## config.mk

```make
export PLATFORM = sky130hd
export DESIGN_NAME = acumulador_somador_flat
export DESIGN_NICKNAME = d
export VERILOG_FILES = /design/src/rtl/acumulador_somador_if.sv /design/src/rtl/acumulador_somador.sv /design/src/flat_wrapper.sv
export SDC_FILE = /design/constraint.sdc
export NUM_CORES = 1
export LEC_CHECK = 0
export BUFFER_PORTS_ARGS = -buffer_cell sky130_fd_sc_hd__buf_2
export CELL_PAD_IN_SITES_DETAIL_PLACEMENT = 0
export CELL_PAD_IN_SITES_GLOBAL_PLACEMENT = 1
export CORE_MARGIN = 4
export CORE_UTILIZATION = 32
export CTS_CLUSTER_SIZE = 28
export DETAILED_ROUTE_END_ITERATION = 10
export PLACE_DENSITY_LB_ADDON = 0.1
export SYNTH_ARGS = -nofsm -noshare
export SYNTH_HDL_FRONTEND = slang
export SYNTH_SLANG_ARGS = --single-unit
```

## constraint.sdc

```tcl
create_clock -name clk -period 1.6 [get_ports clk]
set_input_delay 0.08 -clock clk [delete_from_list [all_inputs] [get_ports clk]]
set_output_delay 0.08 -clock clk [all_outputs]
set_load 0.02 [all_outputs]
```

## src/rtl/acumulador_somador_if.sv

```systemverilog
// rtl/acumulador_somador_if.sv - command, adder and response signals of the accumulator
interface acumulador_somador_if #(
    parameter int WIDTH = 4
);
    logic             in_valid;
    logic             in_ready;
    logic [1:0]       in_op;
    logic [WIDTH-1:0] in_data;
    logic [WIDTH-1:0] add_a;
    logic [WIDTH-1:0] add_b;
    logic             add_sub;
    logic [WIDTH-1:0] add_s;
    logic             add_ov;
    logic [WIDTH-1:0] acc;
    logic             ov_sticky;
    logic             out_valid;
    logic             out_ready;
    logic             last_ov;

    modport master (
        output in_valid, in_op, in_data, add_s, add_ov, out_ready,
        input  in_ready, add_a, add_b, add_sub, acc, ov_sticky, out_valid, last_ov
    );

    modport slave (
        input  in_valid, in_op, in_data, add_s, add_ov, out_ready,
        output in_ready, add_a, add_b, add_sub, acc, ov_sticky, out_valid, last_ov
    );
endinterface

```

## src/rtl/acumulador_somador.sv

```systemverilog
// rtl/acumulador_somador.sv - accumulator/controller around an external 4-bit adder-subtractor
module acumulador_somador #(
    parameter int WIDTH    = 4,
    parameter bit SATURATE = 1'b0
) (
    input  logic                      clk,
    input  logic                      reset,
    acumulador_somador_if.slave       bus
);
    typedef enum logic [1:0] {
        S_IDLE = 2'd0,
        S_EXEC = 2'd1,
        S_RESP = 2'd2
    } state_t;

    typedef enum logic [1:0] {
        OP_ADD   = 2'b00,
        OP_SUB   = 2'b01,
        OP_LOAD  = 2'b10,
        OP_CLEAR = 2'b11
    } op_t;

    localparam logic [WIDTH-1:0] SAT_MAX = {1'b0, {(WIDTH-1){1'b1}}};
    localparam logic [WIDTH-1:0] SAT_MIN = {1'b1, {(WIDTH-1){1'b0}}};

    state_t           state_q, state_d;
    op_t              op_q, op_d;
    logic [WIDTH-1:0] data_q, data_d;
    logic [WIDTH-1:0] acc_q, acc_d;
    logic             sticky_q, sticky_d;
    logic             last_ov_q, last_ov_d;

    always_ff @(posedge clk or posedge reset) begin
        if (reset) begin
            state_q   <= S_IDLE;
            op_q      <= OP_ADD;
            data_q    <= '0;
            acc_q     <= '0;
            sticky_q  <= 1'b0;
            last_ov_q <= 1'b0;
        end else begin
            state_q   <= state_d;
            op_q      <= op_d;
            data_q    <= data_d;
            acc_q     <= acc_d;
            sticky_q  <= sticky_d;
            last_ov_q <= last_ov_d;
        end
    end

    always_comb begin
        state_d   = state_q;
        op_d      = op_q;
        data_d    = data_q;
        acc_d     = acc_q;
        sticky_d  = sticky_q;
        last_ov_d = last_ov_q;

        unique case (state_q)
            S_IDLE: begin
                if (bus.in_valid) begin
                    op_d    = op_t'(bus.in_op);
                    data_d  = bus.in_data;
                    state_d = S_EXEC;
                end
            end
            S_EXEC: begin
                state_d = S_RESP;
                unique case (op_q)
                    OP_ADD, OP_SUB: begin
                        last_ov_d = bus.add_ov;
                        sticky_d  = sticky_q | bus.add_ov;
                        // A wrapped sum has the wrong sign, so its MSB points to the opposite clamp.
                        if (SATURATE && bus.add_ov) begin
                            acc_d = bus.add_s[WIDTH-1] ? SAT_MAX : SAT_MIN;
                        end else begin
                            acc_d = bus.add_s;
                        end
                    end
                    OP_LOAD: begin
                        acc_d     = data_q;
                        last_ov_d = 1'b0;
                    end
                    OP_CLEAR: begin
                        acc_d     = '0;
                        last_ov_d = 1'b0;
                        sticky_d  = 1'b0;
                    end
                    default: ;
                endcase
            end
            S_RESP: begin
                if (bus.out_ready) begin
                    state_d = S_IDLE;
                end
            end
            default: state_d = S_IDLE;
        endcase
    end

    assign bus.in_ready  = (state_q == S_IDLE);
    assign bus.out_valid = (state_q == S_RESP);
    assign bus.add_a     = acc_q;
    assign bus.add_b     = data_q;
    assign bus.add_sub   = (state_q == S_EXEC) && (op_q == OP_SUB);
    assign bus.acc       = acc_q;
    assign bus.ov_sticky = sticky_q;
    assign bus.last_ov   = last_ov_q;
endmodule
```

## src/flat_wrapper.sv

```systemverilog
// flat-port wrapper written by rule: the top's interface ports become plain ports
module acumulador_somador_flat 
#(
    parameter int WIDTH    = 4,
    parameter bit SATURATE = 1'b0
)
  (clk, reset, bus_in_valid, bus_in_op, bus_in_data, bus_add_s, bus_add_ov, bus_out_ready, bus_in_ready, bus_add_a, bus_add_b, bus_add_sub, bus_acc, bus_ov_sticky, bus_out_valid, bus_last_ov);
  acumulador_somador_if #(.WIDTH(WIDTH)) bus_i ();
  input  logic clk;
  input  logic reset;
  input wire logic [$bits(bus_i.in_valid)-1:0] bus_in_valid;
  input wire logic [$bits(bus_i.in_op)-1:0] bus_in_op;
  input wire logic [$bits(bus_i.in_data)-1:0] bus_in_data;
  input wire logic [$bits(bus_i.add_s)-1:0] bus_add_s;
  input wire logic [$bits(bus_i.add_ov)-1:0] bus_add_ov;
  input wire logic [$bits(bus_i.out_ready)-1:0] bus_out_ready;
  output wire logic [$bits(bus_i.in_ready)-1:0] bus_in_ready;
  output wire logic [$bits(bus_i.add_a)-1:0] bus_add_a;
  output wire logic [$bits(bus_i.add_b)-1:0] bus_add_b;
  output wire logic [$bits(bus_i.add_sub)-1:0] bus_add_sub;
  output wire logic [$bits(bus_i.acc)-1:0] bus_acc;
  output wire logic [$bits(bus_i.ov_sticky)-1:0] bus_ov_sticky;
  output wire logic [$bits(bus_i.out_valid)-1:0] bus_out_valid;
  output wire logic [$bits(bus_i.last_ov)-1:0] bus_last_ov;
  assign bus_i.in_valid = bus_in_valid;
  assign bus_i.in_op = bus_in_op;
  assign bus_i.in_data = bus_in_data;
  assign bus_i.add_s = bus_add_s;
  assign bus_i.add_ov = bus_add_ov;
  assign bus_i.out_ready = bus_out_ready;
  assign bus_in_ready = bus_i.in_ready;
  assign bus_add_a = bus_i.add_a;
  assign bus_add_b = bus_i.add_b;
  assign bus_add_sub = bus_i.add_sub;
  assign bus_acc = bus_i.acc;
  assign bus_ov_sticky = bus_i.ov_sticky;
  assign bus_out_valid = bus_i.out_valid;
  assign bus_last_ov = bus_i.last_ov;
  acumulador_somador #(.WIDTH(WIDTH), .SATURATE(SATURATE)) u_core (.clk(clk), .reset(reset), .bus(bus_i));
endmodule
```

==> results.cfg, run 1 <==
[timing]
drv_slew = 0
timing.fmax_ghz = 0.811
finalClockSkew_ps = 0.767
finalHoldViolCount = 0
relSlewSlack_pct = 65.1
finalSetupTns_ps = 0
period_needed_ps = 1230
rsz0062_at_grt = no
final-setup-viol-count = 0
fin_crit_sh_pct = 77.0
worst_pin_slew_ps = 523

[detailed_routing]
routedWlPerCell_um = 10.7
vias = 485
drt_iter0_drc = 6
first_pass_iters = 4
routed_wl_um = 1250
via_per_inst = 4.15
drc = 0
ant_nets = 0

[synthesis]
synthMuxAreaShare_pct = 13.4
yosysUniqueCellTypes = 19
synth-compound-area-share_pct = 9.14
yosys_warnings = 0
synth_top_family_by_area = simple AND/OR/NAND/NOR gates
synthArstFlopShare_pct = 100
avgSynthCellArea_um2 = 11.2
synth_nets = 75
synthesis.area_um2 = 671
synth_edf_count = 0
synth_fa_ha_area_share_pct = 0
synthXorXnorAreaFrac_pct = 0
synth_ff_type = dfrtp_1
ys_ff_latch = 14
synthesis.instances = 60
synth-simple-area-share_pct = 15.9
ys_seq_area_share_pct = 52.2

[die]
rows = 16
fp.dieW_um = 53.8
start_util_pct = 33.8
core_um2 = 1980
ios = 32
die_h_um = 53.8
die_area_um2 = 2890

[finish]
final_core_util_pct = 43.6
final_common_cell = buf_2
antenna_cells = 0
mostFrequentLayoutCells = buf_2 (31), dfrtp_1 (14), a21oi_1 (8)
nets = 106
syn_to_final_growth_pct = 28.9
layout-drive-gt1-share_pct = 47.8
fin_cells = 117
n_fill_cell = 215

[outcome]
status = completed

[cts]
cts_buffers = 3
cts.sinks = 14
htreeDepth = 1
cts_tree = done
cts_root_buffer = clkbuf_4
cts.path.max_buffers = 2
clk_pin_slew_ps = 80
insertion_delay_ps = 270

[setup_path]
cp-end-kind = flip-flop
worst_setup_path_start_kind = flip-flop
worst_ep_required_time_ps = 1770
critical_path_class = reg -> reg
cp_max_fo = 10
arrival_ps = 1400

[placement]
dp_hpwl_um = 1020
place.gp.congestion = 0.654
post-place-cells = 111
io_buffers = 31

[global_route]
grt_usage_pct = 10.5
grt_pass1_vias = 483
grt_start_max_net_pins = 15
grt-ovfl-total = 0
grt_pass1_wl_um = 2110
antenna_found_initial = 0

[min_path]
hold_path.class = in -> reg

[power_and_ir_drop]
pwr_density_cell_nw_per_um2 = 2140
p_leak_nw = 0.447
power_w = 0.00185
max-vdd-ir-drop_uv = 950

[flow_run]
max_cap_viol_count = 0
[registers in the layout, indices dropped and copies added, names as in the netlist]
| register | count |
|---|---|
| u_core.bus.add_b | 4 |
| u_core.op_q | 2 |
| u_core.state_q | 2 |
| u_core.bus.last_ov | 1 |
| u_core.bus.ov_sticky | 1 |
| u_core.bus.acc | 4 |
[synth_stat cells (all sizes together) (2+ instances only)]
cell    instances  area (µm²)
a21oi           8        40.0
buf             7        51.3
dfrtp          14         350
inv             3        11.3
mux2            6        90.1
nand2           4        15.0
nand3b          2        15.0
nor2            5        21.3
nor2b           4        25.0
[worst max-delay path, stage by stage (launching register included)]
cell      delay [ps]
dfrtp_1          420
and2b_1          400
o221ai_1         190
o21a_1           130
[per-layer routing]
metal,global-route usage (%),routed length (µm),vias to the layer above
li1,-,-,252
met1,13.3,569,215
met4,6.38,12,0
met2,16.1,564,16
met3,2.49,100,2
met5,0,0,-
[through the flow]
step	hold WS [ps]	worst slack [ps]	area [µm²]
after global routing	15.4	236	865
after detailed placement	144	347	808
after CTS	25.3	332	865
after floorplan	-30.8	240	671
final	35.3	368	865
after global placement	146	335	808
[power breakdown]
part,switching [W],leakage (nW),internal (W)
logic,0.000513,0.259,0.000404
clock network,0.000107,0.0210,0.000138
registers,0.000162,0.167,0.000528
[cell families after synthesis]
family                 count (synthesis)
DFF                                   14
AOI/OAI and AO/OA                     11
and+or+nand+nor                       19
muxes                                  6
buffers and inverters                 10
[cell type report]
type / instances / area [µm²] / share of cell area, %
Multi-Input combinational cell: 36 / 258 / 29.8
Inverter: 3 / 11.3 / 1.30
Tap cell: 27 / 33.8 / 3.91
Clock buffer: 4 / 36.3 / 4.20
Sequential cell: 14 / 350 / 40.5
Timing Repair Buffer: 33 / 175 / 20.3
[timing repair]
action | in CTS | in global routing
hold endpoints to repair | 15 | 0
hold buffers | 2 | 0
resized for setup | 0 | 0
buffers inserted | 0 | 0
[final timing paths]
| check | start | end | slack [ps] | cells after the start |
|---|---|---|---|---|
| min in group asynchronous | reset | u_core.bus.acc[0] | 380 | 3 |
| max | u_core.state_q[1] | u_core.bus.acc[3] | 370 | 3 |
| min | bus_in_data[3] | u_core.bus.add_b[3] | 40 | 2 |
| min reg2reg | u_core.bus.last_ov | u_core.bus.last_ov | 490 | 2 |
| max reg2reg | u_core.state_q[1] | u_core.bus.acc[3] | 370 | 3 |
| max in group asynchronous | reset | u_core.bus.add_b[0] | 880 | 3 |
(Power assumes the default switching activity.)
==> run 2, diff against run 1 <==
==> constraint.sdc (replaced) <==
create_clock -name clk -period 1.29 [get_ports clk]
set_input_delay 0.0645 -clock clk [delete_from_list [all_inputs] [get_ports clk]]
set_output_delay 0.0645 -clock clk [all_outputs]
set_load 0.02 [all_outputs]
==> run 2 against run 1 <==
  * Die area is the same
  * Clock skew grew 0.86 ps
  * Critical path type is now reg -> out
  * Via count grew 6.8%
  * First-iteration DRC count is the same
  * Design area grew 3.0%
  * Total power grew 27%
  * Sequential share of layout area shrank 1.1 points
  * Count of clock-buffer cells in the layout is the same
==> results.cfg, run 2 (synthesized netlist as in run 1, its figures left out) <==
[outcome]
status = completed

[timing]
rsz0062_at_grt = yes
finalClockSkew_ps = 1.63
fin_crit_sh_pct = 94.2
period_needed_ps = 1220
timing.fmax_ghz = 0.823
final-setup-viol-count = 0
relSlewSlack_pct = 64.2
worst_pin_slew_ps = 537
finalHoldViolCount = 0
drv_slew = 0

[global_route]
grt_pass1_vias = 489
grt_pass1_wl_um = 2190
grt-ovfl-total = 0
grt_usage_pct = 10.9
antenna_found_initial = 0
grt_start_max_net_pins = 15

[detailed_routing]
routedWlPerCell_um = 11.0
routed_wl_um = 1310
via_per_inst = 4.35
ant_nets = 0
drc = 0
drt_iter0_drc = 6
first_pass_iters = 4
vias = 518

[cts]
cts_root_buffer = clkbuf_4
cts_buffers = 3
clk_pin_slew_ps = 90
insertion_delay_ps = 270
cts_tree = done
htreeDepth = 1
post_cts_buffers = 0
cts.path.max_buffers = 2
cts.sinks = 14

[finish]
layout-drive-gt1-share_pct = 48.9
final_common_cell = buf_2
antenna_cells = 0
design_area_um2 = 891
mostFrequentLayoutCells = buf_2 (30), dfrtp_1 (13), a21oi_1 (8)
nets = 108
syn_to_final_growth_pct = 32.8
final_core_util_pct = 44.9

[setup_path]
slowest_delay_ps = 450
crit_family = flip-flops
cp-end-kind = output port
critPathSlowestCell = dfrtp_2
worst_setup_path_start_kind = flip-flop
crit_chain = nand3b_1 -> nor2_1 -> buf_4
crit_buf_inv = 1
arrival_ps = 1150
cp_max_fo = 5
critical_path_class = reg -> out
worst_ep_required_time_ps = 1230

[power_and_ir_drop]
max-vdd-ir-drop_uv = 1130
pwr_density_cell_nw_per_um2 = 2630
p_leak_nw = 0.456

[die]
fp.dieW_um = 53.8
start_util_pct = 33.8
rows = 16
ios = 32
core_um2 = 1980
die_area_um2 = 2890
die_h_um = 53.8

[flow_run]
max_cap_viol_count = 0

[placement]
io_buffers = 31
place.gp.congestion = 0.748
dp_hpwl_um = 1030
placed_cell_area_um2 = 821

[min_path]
hold_path.class = in -> reg
-- run 2: repair_timing --
action	CTS	global route
hold endpoints to repair	15	1
endpoints found under the setup margin	0	1
hold buffers	2	1
resized for setup	0	2
-- run 2: cell type report --
cell class	instances	area (µm²)
Inverter	3	11.3
Sequential cell	14	352
Multi-Input combinational cell	36	263
Tap cell	27	33.8
Clock buffer	4	36.3
Timing Repair Buffer	35	195
Fill cell	194	1090
-- run 2: path summary, 6_finish.rpt --
| kind | from | to | slack [ps] | cells after the start |
|---|---|---|---|---|
| worst max-delay path | u_core.state_q[1] | bus_add_sub | 70 | 3 |
| worst min-delay path | bus_in_data[3] | u_core.bus.add_b[3] | 10 | 2 |
| worst max register to register | u_core.state_q[0] | u_core.bus.add_b[0] | 80 | 3 |
| worst min register to register | u_core.bus.last_ov | u_core.bus.last_ov | 480 | 2 |
| max in group asynchronous | reset | u_core.state_q[1] | 540 | 3 |
| min in group asynchronous | reset | u_core.bus.ov_sticky | 370 | 3 |
-- run 2: worst register-to-register path, cell delays in order, from the launching register on --
cell and delay, ps:
dfrtp_1 450, nor2_4 130, and2_4 220, mux2_4 310
-- run 2: metrics by stage --
stage | power, W | hold WS [ps] | setup slack [ps] | setup TNS [ps] | cells
after CTS | 0.00238 | 1.96 | 23.2 | 0 | 118
final | 0.00235 | 11.8 | 74.4 | 0 | 119
after detailed placement | 0.00205 | 135 | 97.9 | 0 | 112
after floorplan | 0.00179 | -46.3 | 0.848 | 0 | 60
after global routing | 0.00253 | 0.499 | -26.9 | -26.9 | 119
after global placement | 0.00204 | 130 | 118 | 0 | 112
-- run 2: layer usage --
layer	up-vias	global-route usage, %	share of wire, %
met1	244	13.9	44
met2	17	16.5	47
met4	0	6.38	0.92
li1	255	-	-
met3	2	2.77	8.4
met5	-	0	0
-- run 2: where the power goes --
| part | switching, W | internal (W) | total (W) |
|---|---|---|---|
| clock network | 0.000141 | 0.000171 | 0.000313 |
| logic | 0.000642 | 0.000528 | 0.00117 |
| registers | 0.000205 | 0.000658 | 0.000863 |
